==> src/rtl/pipe_stage_fifo.sv <==
// Elastic pipeline register between processor stages: a DEPTH-entry circular
// buffer carrying opaque stage records, with valid/ready handshakes and flush.
module pipe_stage_fifo #(
  parameter int WIDTH    = 64,
  parameter int DEPTH    = 2,
  parameter int AF_LEVEL = DEPTH - 1,
  localparam int PW      = $clog2(DEPTH),
  localparam int CW      = $clog2(DEPTH + 1)
) (
  input  logic             clk,
  input  logic             resetn,
  input  logic             flush,
  input  logic             in_valid,
  output logic             in_ready,
  input  logic [WIDTH-1:0] in_data,
  output logic             out_valid,
  input  logic             out_ready,
  output logic [WIDTH-1:0] out_data,
  output logic [CW-1:0]    count,
  output logic             full,
  output logic             empty,
  output logic             almost_full
);

  localparam logic [PW-1:0] PTR_ONE  = PW'(1);
  localparam logic [CW-1:0] CNT_ONE  = CW'(1);
  localparam logic [CW-1:0] CNT_FULL = CW'(DEPTH);
  localparam logic [CW-1:0] CNT_AF   = CW'(AF_LEVEL);

  logic [WIDTH-1:0] mem [DEPTH];
  logic [PW-1:0]    wr_ptr;
  logic [PW-1:0]    rd_ptr;
  logic             push;
  logic             pop;

  // Status comes only from count, so in_ready never sees out_ready.
  assign full        = (count == CNT_FULL);
  assign empty       = (count == '0);
  assign almost_full = (count >= CNT_AF);
  assign in_ready    = !full;
  assign out_valid   = !empty;
  assign out_data    = mem[rd_ptr];

  assign push = in_valid & in_ready;
  assign pop  = out_valid & out_ready;

  always_ff @(posedge clk or negedge resetn) begin
    if (!resetn) begin
      wr_ptr <= '0;
      rd_ptr <= '0;
      count  <= '0;
      for (int i = 0; i < DEPTH; i++) begin
        mem[i] <= '0;
      end
    end else if (flush) begin
      wr_ptr <= '0;
      rd_ptr <= '0;
      count  <= '0;
    end else begin
      if (push) begin
        mem[wr_ptr] <= in_data;
        wr_ptr      <= wr_ptr + PTR_ONE;
      end
      if (pop) begin
        rd_ptr <= rd_ptr + PTR_ONE;
      end
      if (push && !pop) begin
        count <= count + CNT_ONE;
      end else if (pop && !push) begin
        count <= count - CNT_ONE;
      end
    end
  end

endmodule

==> config.mk <==
export PLATFORM = sky130hd
export DESIGN_NAME = pipe_stage_fifo
export DESIGN_NICKNAME = d
export VERILOG_FILES = /design/src/rtl/pipe_stage_fifo.sv
export SDC_FILE = /design/constraint.sdc
export NUM_CORES = 1
export LEC_CHECK = 0
export CORE_ASPECT_RATIO = 0.7
export CORE_MARGIN = 5
export CORE_UTILIZATION = 54
export DETAILED_ROUTE_END_ITERATION = 16
export PLACE_DENSITY = 0.86
export SLEW_MARGIN = 25
export SYNTH_ARGS = -nofsm -noshare
export SYNTH_HDL_FRONTEND = slang
export SYNTH_SLANG_ARGS = --single-unit
==> constraint.sdc <==
create_clock -name clk -period 4.1 [get_ports clk]
set_input_delay 0.82 -clock clk [delete_from_list [all_inputs] [get_ports clk]]
set_output_delay 0.82 -clock clk [all_outputs]
set_load 0.005 [all_outputs]
* Word-level counts from Yosys, hierarchy flattened *
Index checks and enable logic that the tools add are counted.

storage, ports and cells
  memories kept = 0
  memory bits (read-only) = 0
  latch bits = 0
  output and inout bits = 71
  bits of input ports = 69
  memory bits (writable) = 0
  flip-flop bits (word level) = 132

operators by class
  div/mod/pow operators = 0
  bitwise gates (word level) = 5
  add/subtract/negate cells = 4
  reductions and logical operators = 12
  muxes and demuxes = 13
  $mul = 0
  eq/ne operators = 1
  shifts and indexed selects = 0
  order comparisons = 4

operator list
  operator                                                    number
  2-to-1 mux 64 bit                                           4
  bitwise mux 128 bit                                         1
  demux 64 bit (select 1 bit)                                 1
  2-to-1 mux 2 bit                                            3
  >= comparator 2 bit, second input constant                  2
  zero test 1 bit                                             4
  2-to-1 mux 1 bit                                            4
  inverter 1 -> 2 bit                                         2
  nonzero test 2 bit                                          2
  logical AND 1 bit                                           3
  nonzero test 3 bit                                          1
  adder 1 bit, second input constant                          2
  adder 2 x 1 -> 2 bit, second input constant                 1
  bitwise AND 1 bit                                           2
  == test 2 bit, second input constant                        1
  >= comparator 2 x 1 -> 1 bit, second input constant         1
  zero test 2 bit                                             1
  less-than comparator 2 x 1 -> 1 bit, second input constant  1
  AND reduction 2 bit                                         1
  subtractor 2 x 1 -> 2 bit, second input constant            1
  inverter 1 bit                                              1

* Depth between registers and ports, before layout *
Gate-level depths: netlist of the first run.

  depth after elaboration = 8
  mapped depth = 7
  mapped depth without buffers = 5

* Worst setup path after synthesis of the first run *
OpenSTA, ideal clock, no wires.

  kind = register to output
  start point = reg rd_ptr
  end point = out out_data[0]
  data arrival time = 1.211 ns
  cell stages (with the launch flop) = 4
  path buffers = 2
  slack = 2.069 ns
  cells stage by stage = dfrtp_1 clkbuf_1 buf_2 mux2_2

on the way
  cells in the longest elaborated chain, start to end = 4

ends and longest elaborated chain
  element                                               RTL line  RTL
  start: declaration                                    32        logic [PW-1:0] rd_ptr;
  start signal: assignment                              65        rd_ptr <= rd_ptr + PTR_ONE;
  inverter 1 -> 2 bit (not written as such)             42        assign out_data = mem[rd_ptr];
  2-to-1 mux 64 bit (not written as such) (3 in a row)  42
  end: declaration                                      18        output logic [WIDTH-1:0] out_data,

No other way between the ends. The select of a mux whose other input is x is not followed.

* Worst setup path after layout of the first run *
  start point = reg rd_ptr
  end point = out out_data[39]

Same word-level chain as after synthesis.

==> summary.txt, run 1 <==
Synthesis
  • Count of flip-flops with a built-in enable after synthesis: 0
  • Async SR Flop Fraction: 1.00
  • Nets in the synthesized netlist: 439
  • Post-synthesis cell area: 5830 µm²
  • Distinct cells, synth: 19
  • Yosys warning total: 0
  • List of most frequent post-synthesis cells: sky130_fd_sc_hd__mux2_2 (188), sky130_fd_sc_hd__dfrtp_1 (132), sky130_fd_sc_hd__buf_6 (12)
  • Top cell type's share of synthesized area: 0.566
  • Number of flip-flops and latches in the synthesized netlist: 132
  • Most common cell in the netlist: sky130_fd_sc_hd__mux2_2
  • Sequential area share after synthesis: 0.566
  • Synthesized netlist cell count: 367
  • Synth area leader: sky130_fd_sc_hd__dfrtp_1
  • Leading cell types by total area after synthesis: sky130_fd_sc_hd__dfrtp_1 (57%), sky130_fd_sc_hd__mux2_2 (36%), sky130_fd_sc_hd__buf_6 (2.3%)
  • Post-Synthesis Mean Instance Area: 15.9 µm²
  • Most used flip-flop cell after synthesis: sky130_fd_sc_hd__dfrtp_1

Route
  • Routed wire per std cell: about 19 µm
  • Vias after detailed routing: 3,513
  • DRC violation count after routing: 0
  • DRT iter0 DRCs: roughly 170
  • Length of the first detailed-routing pass in iterations: 4
  • Remaining antenna violation count: 0
  • Total wirelength of the detailed-routed design: 12.2 mm
  • Via-to-Cell Ratio: 5.35

Floorplan
  • Total number of placement rows: 31
  • Standard cell core area: 10,400 µm²
  • Total Die Area: 13,000 µm²
  • IO Count: 140
  • Starting density of the core: 0.559
  • DIE HEIGHT: 97.0 µm
  • Die span in x: 134 µm

Power
  • Pwr per Cell Area: 835 nW/µm²
  • Clock share of power: 0.247
  • Switching Share: 0.262
  • Worst vdd ir: 0.000437 V
  • Gate power share: 0.407
  • Design internal power: 4.89 mW
  • Part of the total power dissipated in sequential elements: 0.346
  • Net switching power: between 1.5 and 2 mW
  • Leakage Power: 3.29 nW

Clocking
  • Number of sinks driven by the clock tree: around 130
  • Hold buffer count at cts: 0
  • TritonCTS clock tree: built
  • Clock transition at the register clock pins on the worst setup and hold paths after CTS: 0.06 ns
  • Level count of the clock H-tree: 4
  • Number of clock buffers inserted by TritonCTS: 17
  • Number of instances resized during post-cts repair: 0
  • CTS max path bufs: 2
  • Post-CTS setup buffers: 0
  • Buffer type at the clock tree root: sky130_fd_sc_hd__clkbuf_16
  • Clock latency on the worst-skew pair: approximately 0.4 ns

STA
  • Final setup violation count: 0
  • Final hold slack: 0.484 ns
  • Max Fclk: about 320 MHz
  • Worst Max-Slew Pin Slew: 0.786 ns
  • Unrepaired setup endpoints after global routing: false
  • Hold violation total from the final report: 0
  • Crit share post-route: 0.751
  • Relative slew margins: 0.476
  • Count of pins over their slew limit: 0
  • Post-layout min period: 3.08 ns
  • Setup_tns: 0 ns
  • Clock Skew: 0.00500 ns

Global route
  • Pin count of the biggest net entering global routing: 71
  • Number of global-route vias before repair: around 4,000
  • GR met3 Demand/Resource: 0.0571
  • Met2 Usage GRT: 0.315
  • Number of antenna violations at the first check in global routing: 0
  • Met1 layer usage reported by global route: 0.269
  • Global route hottest layer: met2
  • Total track usage: 0.198
  • Grt total ovfl: 0
  • Wire length of the first global-routing pass: 20.8 mm

Worst hold path
  • Hold crit path type: input port to async pin

Worst setup path
  • Worst reg2reg setup slack: 2.04 ns
  • Critical Path RT: 3.28 ns
  • Critical Path AT: roughly 2.3 ns
  • Crit path capture type: output port
  • Crit path max fanout: 31
  • Crit path kind: flop to output port
  • Launch point of the worst reg-to-reg path: count[0]$_DFFE_PN0P_
  • Critical R2R Capture: mem[35]$_DFFE_PN0P_
  • CP Launch Type: flop
  • Worst reg-to-reg path cell count: 6

Run status
  • Outcome: finished, final reports clean

Finish
  • Filler cell count: 648
  • Final net count: 584
  • Layout cells sized above 1: 0.442
  • Number of antenna diodes: 0
  • Area taken by flip-flops and latches: 3300 µm²
  • Multi-input logic area: 2340 µm²
  • Synthesis-to-layout area growth: 36.0%

Placement
  • Post-DP HPWL: approximately 8.4 mm
  • Gp weighted congestion: between 0.7 and 0.8
  • Number of buffers inserted by port buffering: 139

Job
  • Max cap viols: 0
==> flip-flops by register name, summed over array words and instances (netlist names) <==
signal  count
count       2
mem       128
rd_ptr      1
wr_ptr      1
==> cell type report <==
class,count,area share
clock buffers,18,0.0554
clock inverters,14,0.0263
multi-input cells,210,0.295
inverters,5,0.00237
repair buffers,146,0.183
well taps,132,0.0208
flip-flops and latches,132,0.417
==> cell usage in the layout, fill, tap and decap left out <==
cell,synthesis,final
sky130_fd_sc_hd__ha_1,3,3
sky130_fd_sc_hd__and2b_1,1,1
sky130_fd_sc_hd__nor3b_2,0,1
sky130_fd_sc_hd__clkinvlp_4,0,4
sky130_fd_sc_hd__dfrtp_1,132,131
sky130_fd_sc_hd__and3b_1,1,1
sky130_fd_sc_hd__nor3_4,1,1
sky130_fd_sc_hd__bufinv_16,0,5
sky130_fd_sc_hd__dfrtp_2,0,1
sky130_fd_sc_hd__clkdlybuf4s50_1,0,138
sky130_fd_sc_hd__buf_12,0,1
sky130_fd_sc_hd__nand2b_4,1,1
sky130_fd_sc_hd__clkinv_4,0,1
sky130_fd_sc_hd__xnor2_1,2,2
sky130_fd_sc_hd__a211oi_1,2,2
sky130_fd_sc_hd__clkbuf_16,0,17
sky130_fd_sc_hd__inv_1,5,5
sky130_fd_sc_hd__buf_4,1,7
sky130_fd_sc_hd__xnor3_1,1,1
sky130_fd_sc_hd__nor2_1,3,3
sky130_fd_sc_hd__clkinv_2,0,4
sky130_fd_sc_hd__clkbuf_8,0,1
sky130_fd_sc_hd__mux2_2,188,188
sky130_fd_sc_hd__mux2_1,5,5
sky130_fd_sc_hd__nor2b_1,1,1
==> kinds of logic (layout without fill, tap and decap cells) <==
group	after synthesis	count (layout)	synth area share
xor+xnor	3	3	0.00686
compound gates	2	2	0.00257
flops	132	132	0.566
buf+inv	25	183	0.0332
fa+ha+maj	3	3	0.00643
mux	193	193	0.373
simple gates	9	9	0.0122
==> worst max path at each step <==
stage                  startpoint                  end  slack (ns)  cells after the start
5_1_grt        rd_ptr$_DFFE_PN0P_          out_data[3]        0.92                      3
6_report       rd_ptr$_DFFE_PN0P_         out_data[39]        1.02                      3
4_1_cts        rd_ptr$_DFFE_PN0P_          out_data[6]        0.99                      3
3_3_place_gp   rd_ptr$_DFFE_PN0P_         out_data[39]        1.46                      3
2_1_floorplan  rd_ptr$_DFFE_PN0P_          out_data[0]        2.07                      3
3_5_place_dp             in_valid  mem[54]$_DFFE_PN0P_        1.41                      5
==> routing by layer <==
layer,up-vias,share of wire
met4,0,0.011
met2,106,0.48
met1,1792,0.45
li1,1603,-
met3,12,0.060
met5,-,0
==> critical path: stages, from the launching register on <==
cell                              delay (ns)
sky130_fd_sc_hd__dfrtp_2                0.52
sky130_fd_sc_hd__buf_4                  0.45
sky130_fd_sc_hd__mux2_2                 0.42
sky130_fd_sc_hd__clkdlybuf4s50_1        0.46
==> through the flow <==
step / util / std cells / worst slack, ns / instance area [µm²] / power, mW
after floorplan: - / 367 / 2.07 / 5830 / 3.65
after global placement: 0.698 / 625 / 1.46 / 7280 / 4.91
after detailed placement: 0.698 / 625 / 1.41 / 7280 / 5.02
after CTS: 0.760 / 657 / 0.988 / 7930 / 6.70
after global routing: 0.760 / 657 / 0.921 / 7930 / 7.02
final: 0.760 / 657 / 1.02 / 7930 / 6.62
==> power groups by stage <==
stage,combinational [mW],clock (mW),sequential (mW)
final,2.70,1.64,2.29
after global routing,2.90,1.73,2.38
after CTS,2.74,1.66,2.30
after detailed placement,2.71,0,2.31
after global placement,2.66,0,2.25
after floorplan,1.47,0,2.18
Power figures use the tool's default switching activity.
==> inputs of run 2 (changes only) <==
--- a/config.mk
+++ b/config.mk
@@ -7,9 +7,9 @@
 export LEC_CHECK = 0
 export CORE_ASPECT_RATIO = 0.7
 export CORE_MARGIN = 5
-export CORE_UTILIZATION = 54
+export CORE_UTILIZATION = 45
 export DETAILED_ROUTE_END_ITERATION = 16
-export PLACE_DENSITY = 0.86
+export PLACE_DENSITY = 0.76
 export SLEW_MARGIN = 25
 export SYNTH_ARGS = -nofsm -noshare
 export SYNTH_HDL_FRONTEND = slang
==> constraint.sdc (replaced) <==
create_clock -name clk -period 2.6 [get_ports clk]
set_input_delay 0.52 -clock clk [delete_from_list [all_inputs] [get_ports clk]]
set_output_delay 0.52 -clock clk [all_outputs]
set_load 0.005 [all_outputs]
==> run 2 against run 1 <==
Net effect:
- final cell count increased by 4.9%
- flip-flop and latch count unchanged
- sequential share of layout area decreased by 0.45 points
- clock skew increased by 0.0018 ns
- setup slack got worse by 0.89 ns
- utilization decreased by 12 points
- final area increased by 1.1%
==> summary.txt, run 2 (synthesis gave the netlist of run 1 again) <==
Run status
  • Outcome: finished, final reports clean

Worst setup path
  • Worst reg-to-reg path cell count: 6
  • Critical Path AT: roughly 2 ns
  • CP Launch Type: flop
  • Crit path max fanout: 29
  • Worst reg2reg setup slack: 0.53 ns
  • Worst setup path startpoint: rd_ptr$_DFFE_PN0P_
  • Count of cell instances traversed by the critical path: 3
  • Last element of the critical path: out_data[62]
  • Worst-path cell chain: buf_12 > mux2_2 > clkdlybuf4s50_1
  • Launch point of the worst reg-to-reg path: count[0]$_DFFE_PN0P_
  • Critical R2R Capture: mem[26]$_DFFE_PN0P_
  • Crit path kind: flop to output port
  • Sum of buffers and inverters on the critical path: 2
  • Crit path capture type: output port
  • Kind of cell with the highest combined delay on the critical path: buffers and inverters
  • Slowest-stage cell, CP: sky130_fd_sc_hd__dfrtp_2
  • Critical Path RT: 2.08 ns
  • Peak per-stage delay on the critical path: 0.45 ns

Power
  • Sum of internal, switching and leakage power: 10.3 mW
  • Pwr per Cell Area: 1290 nW/µm²
  • Leakage Power: around 3.3 nW
  • Worst vdd ir: 0.000700 V

Finish
  • Top library cells by usage in the layout, fill and taps aside: sky130_fd_sc_hd__mux2_2 (188), sky130_fd_sc_hd__clkdlybuf4s50_1 (138), sky130_fd_sc_hd__dfrtp_1 (131), sky130_fd_sc_hd__clkbuf_16 (17)
  • Number of antenna diodes: 0
  • Final net count: 586
  • Leading cell type in the layout, fill and taps excluded: sky130_fd_sc_hd__mux2_2
  • Number of standard cells in the final layout excluding fillers: 689
  • Most flop-heavy register: mem
  • Flip-flop count of the largest register, all copies and words added: 128
  • Final design utilization: 0.639
  • Layout cells sized above 1: 0.444
  • Finished Cell Area: 8020 µm²
  • Synthesis-to-layout area growth: 37.4%
  • Largest registers ranked by flip-flop count: mem: 128 flops, count: 2 flops

Route
  • Length of the first detailed-routing pass in iterations: 4
  • Remaining antenna violation count: 0
  • DRC violation count after routing: 0
  • Vias after detailed routing: 3,488
  • Total wirelength of the detailed-routed design: 12.5 mm
  • DRT iter0 DRCs: 132
  • Routed wire per std cell: 18.1 µm
  • Via-to-Cell Ratio: 5.06

Clocking
  • Number of sinks driven by the clock tree: between 100 and 150
  • Level count of the clock H-tree: 4
  • Clock transition at the register clock pins on the worst setup and hold paths after CTS: 0.06 ns
  • Buffer type at the clock tree root: sky130_fd_sc_hd__clkbuf_16
  • CTS max path bufs: 2
  • Clock latency on the worst-skew pair: 0.41 ns
  • Number of clock buffers inserted by TritonCTS: 17
  • Number of instances resized during post-cts repair: 0
  • TritonCTS clock tree: built

STA
  • Setup_tns: 0 ns
  • Max Fclk: roughly 400 MHz
  • Post-layout min period: 2.47 ns
  • Unrepaired setup endpoints after global routing: false
  • Relative slew margins: 0.734
  • Final setup violation count: 0
  • Final worst setup slack: about 0.13 ns
  • Worst Max-Slew Pin Slew: approximately 0.40 ns
  • Crit share post-route: 0.950
  • Hold violation total from the final report: 0
  • Final hold slack: 0.109 ns
  • Clock Skew: 0.00683 ns
  • Count of pins over their slew limit: 0

Global route
  • Wire length of the first global-routing pass: 20.4 mm
  • Global route hottest layer: met2
  • Grt total ovfl: 0
  • Number of antenna violations at the first check in global routing: 0
  • Met1 layer usage reported by global route: 0.215
  • GR met3 Demand/Resource: 0.0553
  • Number of global-route vias before repair: roughly 4,000
  • Met2 Usage GRT: 0.273
  • Pin count of the biggest net entering global routing: 75
  • Total track usage: 0.167

Floorplan
  • Total Die Area: ~15,000 µm²
  • Standard cell core area: 12,500 µm²
  • DIE HEIGHT: 105 µm
  • Total number of placement rows: 34
  • Starting density of the core: 0.465
  • IO Count: 140
  • Die span in x: 146 µm

Placement
  • Number of buffers inserted by port buffering: about 140
  • Worst slack after detailed placement: 0.258 ns
  • Post-DP HPWL: roughly 8.5 mm
  • Placed instance area: around 7400 µm²
  • Cell count after placement: approximately 660
  • Gp weighted congestion: 0.707

Worst hold path
  • Hold crit path type: input port to async pin

Job
  • Max cap viols: 0
[run 2: cell count changes in the layout (fill, tap and decap cells not counted)]
cell,delta
sky130_fd_sc_hd__clkinv_2,-3
sky130_fd_sc_hd__buf_4,-4
sky130_fd_sc_hd__clkbuf_8,+3
sky130_fd_sc_hd__clkinvlp_4,+3
sky130_fd_sc_hd__buf_12,+6
sky130_fd_sc_hd__bufinv_16,-3
[run 2: worst min-delay path by stage]
stage                                    from                   end  slack [ns]  cells past startpoint
final                                  resetn   mem[81]$_DFFE_PN0P_        0.11                      2
after global routing                   resetn   mem[83]$_DFFE_PN0P_        0.13                      2
after CTS                              resetn   mem[83]$_DFFE_PN0P_        0.13                      2
after detailed placement  mem[85]$_DFFE_PN0P_   mem[85]$_DFFE_PN0P_        0.48                      1
after global placement    mem[84]$_DFFE_PN0P_   mem[84]$_DFFE_PN0P_        0.46                      1
after floorplan                        resetn  count[0]$_DFFE_PN0P_        0.22                      0
[run 2: final cells by class]
type | instances | area, µm²
sequential | 132 | 3300
multi-input combinational | 210 | 2340
tap | 162 | 203
inverter | 5 | 18.8
clock inverter | 11 | 126
clock buffer | 21 | 480
fill | 926 | 4530
timing repair buffer | 148 | 1540
[run 2: what timing repair did]
| action | in CTS | in global routing |
|---|---|---|
| hold buffers | 0 | 0 |
| hold endpoints to repair | 0 | 0 |
| setup buffers | 1 | 0 |
| setup endpoints to repair | 9 | 0 |
[run 2: metal layers]
metal | up-vias | part of all wire
met5 | - | 0
met4 | 0 | 0.0090
met3 | 12 | 0.052
met2 | 86 | 0.48
met1 | 1782 | 0.46
li1 | 1608 | -
[run 2: worst register-to-register path, delay by kind of cell (launching register included)]
| family | cells | cell delay [ns] |
|---|---|---|
| fa+ha+maj | 1 | 0.26 |
| buf+inv | 2 | 0.37 |
| flops | 1 | 0.36 |
| mux | 1 | 0.39 |
| simple gates | 2 | 0.56 |
[run 2: power breakdown]
group / internal, mW / total [mW] / switching (mW)
sequential: 3.09 / 3.59 / 0.504
clock: 1.51 / 2.38 / 0.870
combinational: 2.96 / 4.34 / 1.38
total: 7.56 / 10.3 / 2.76
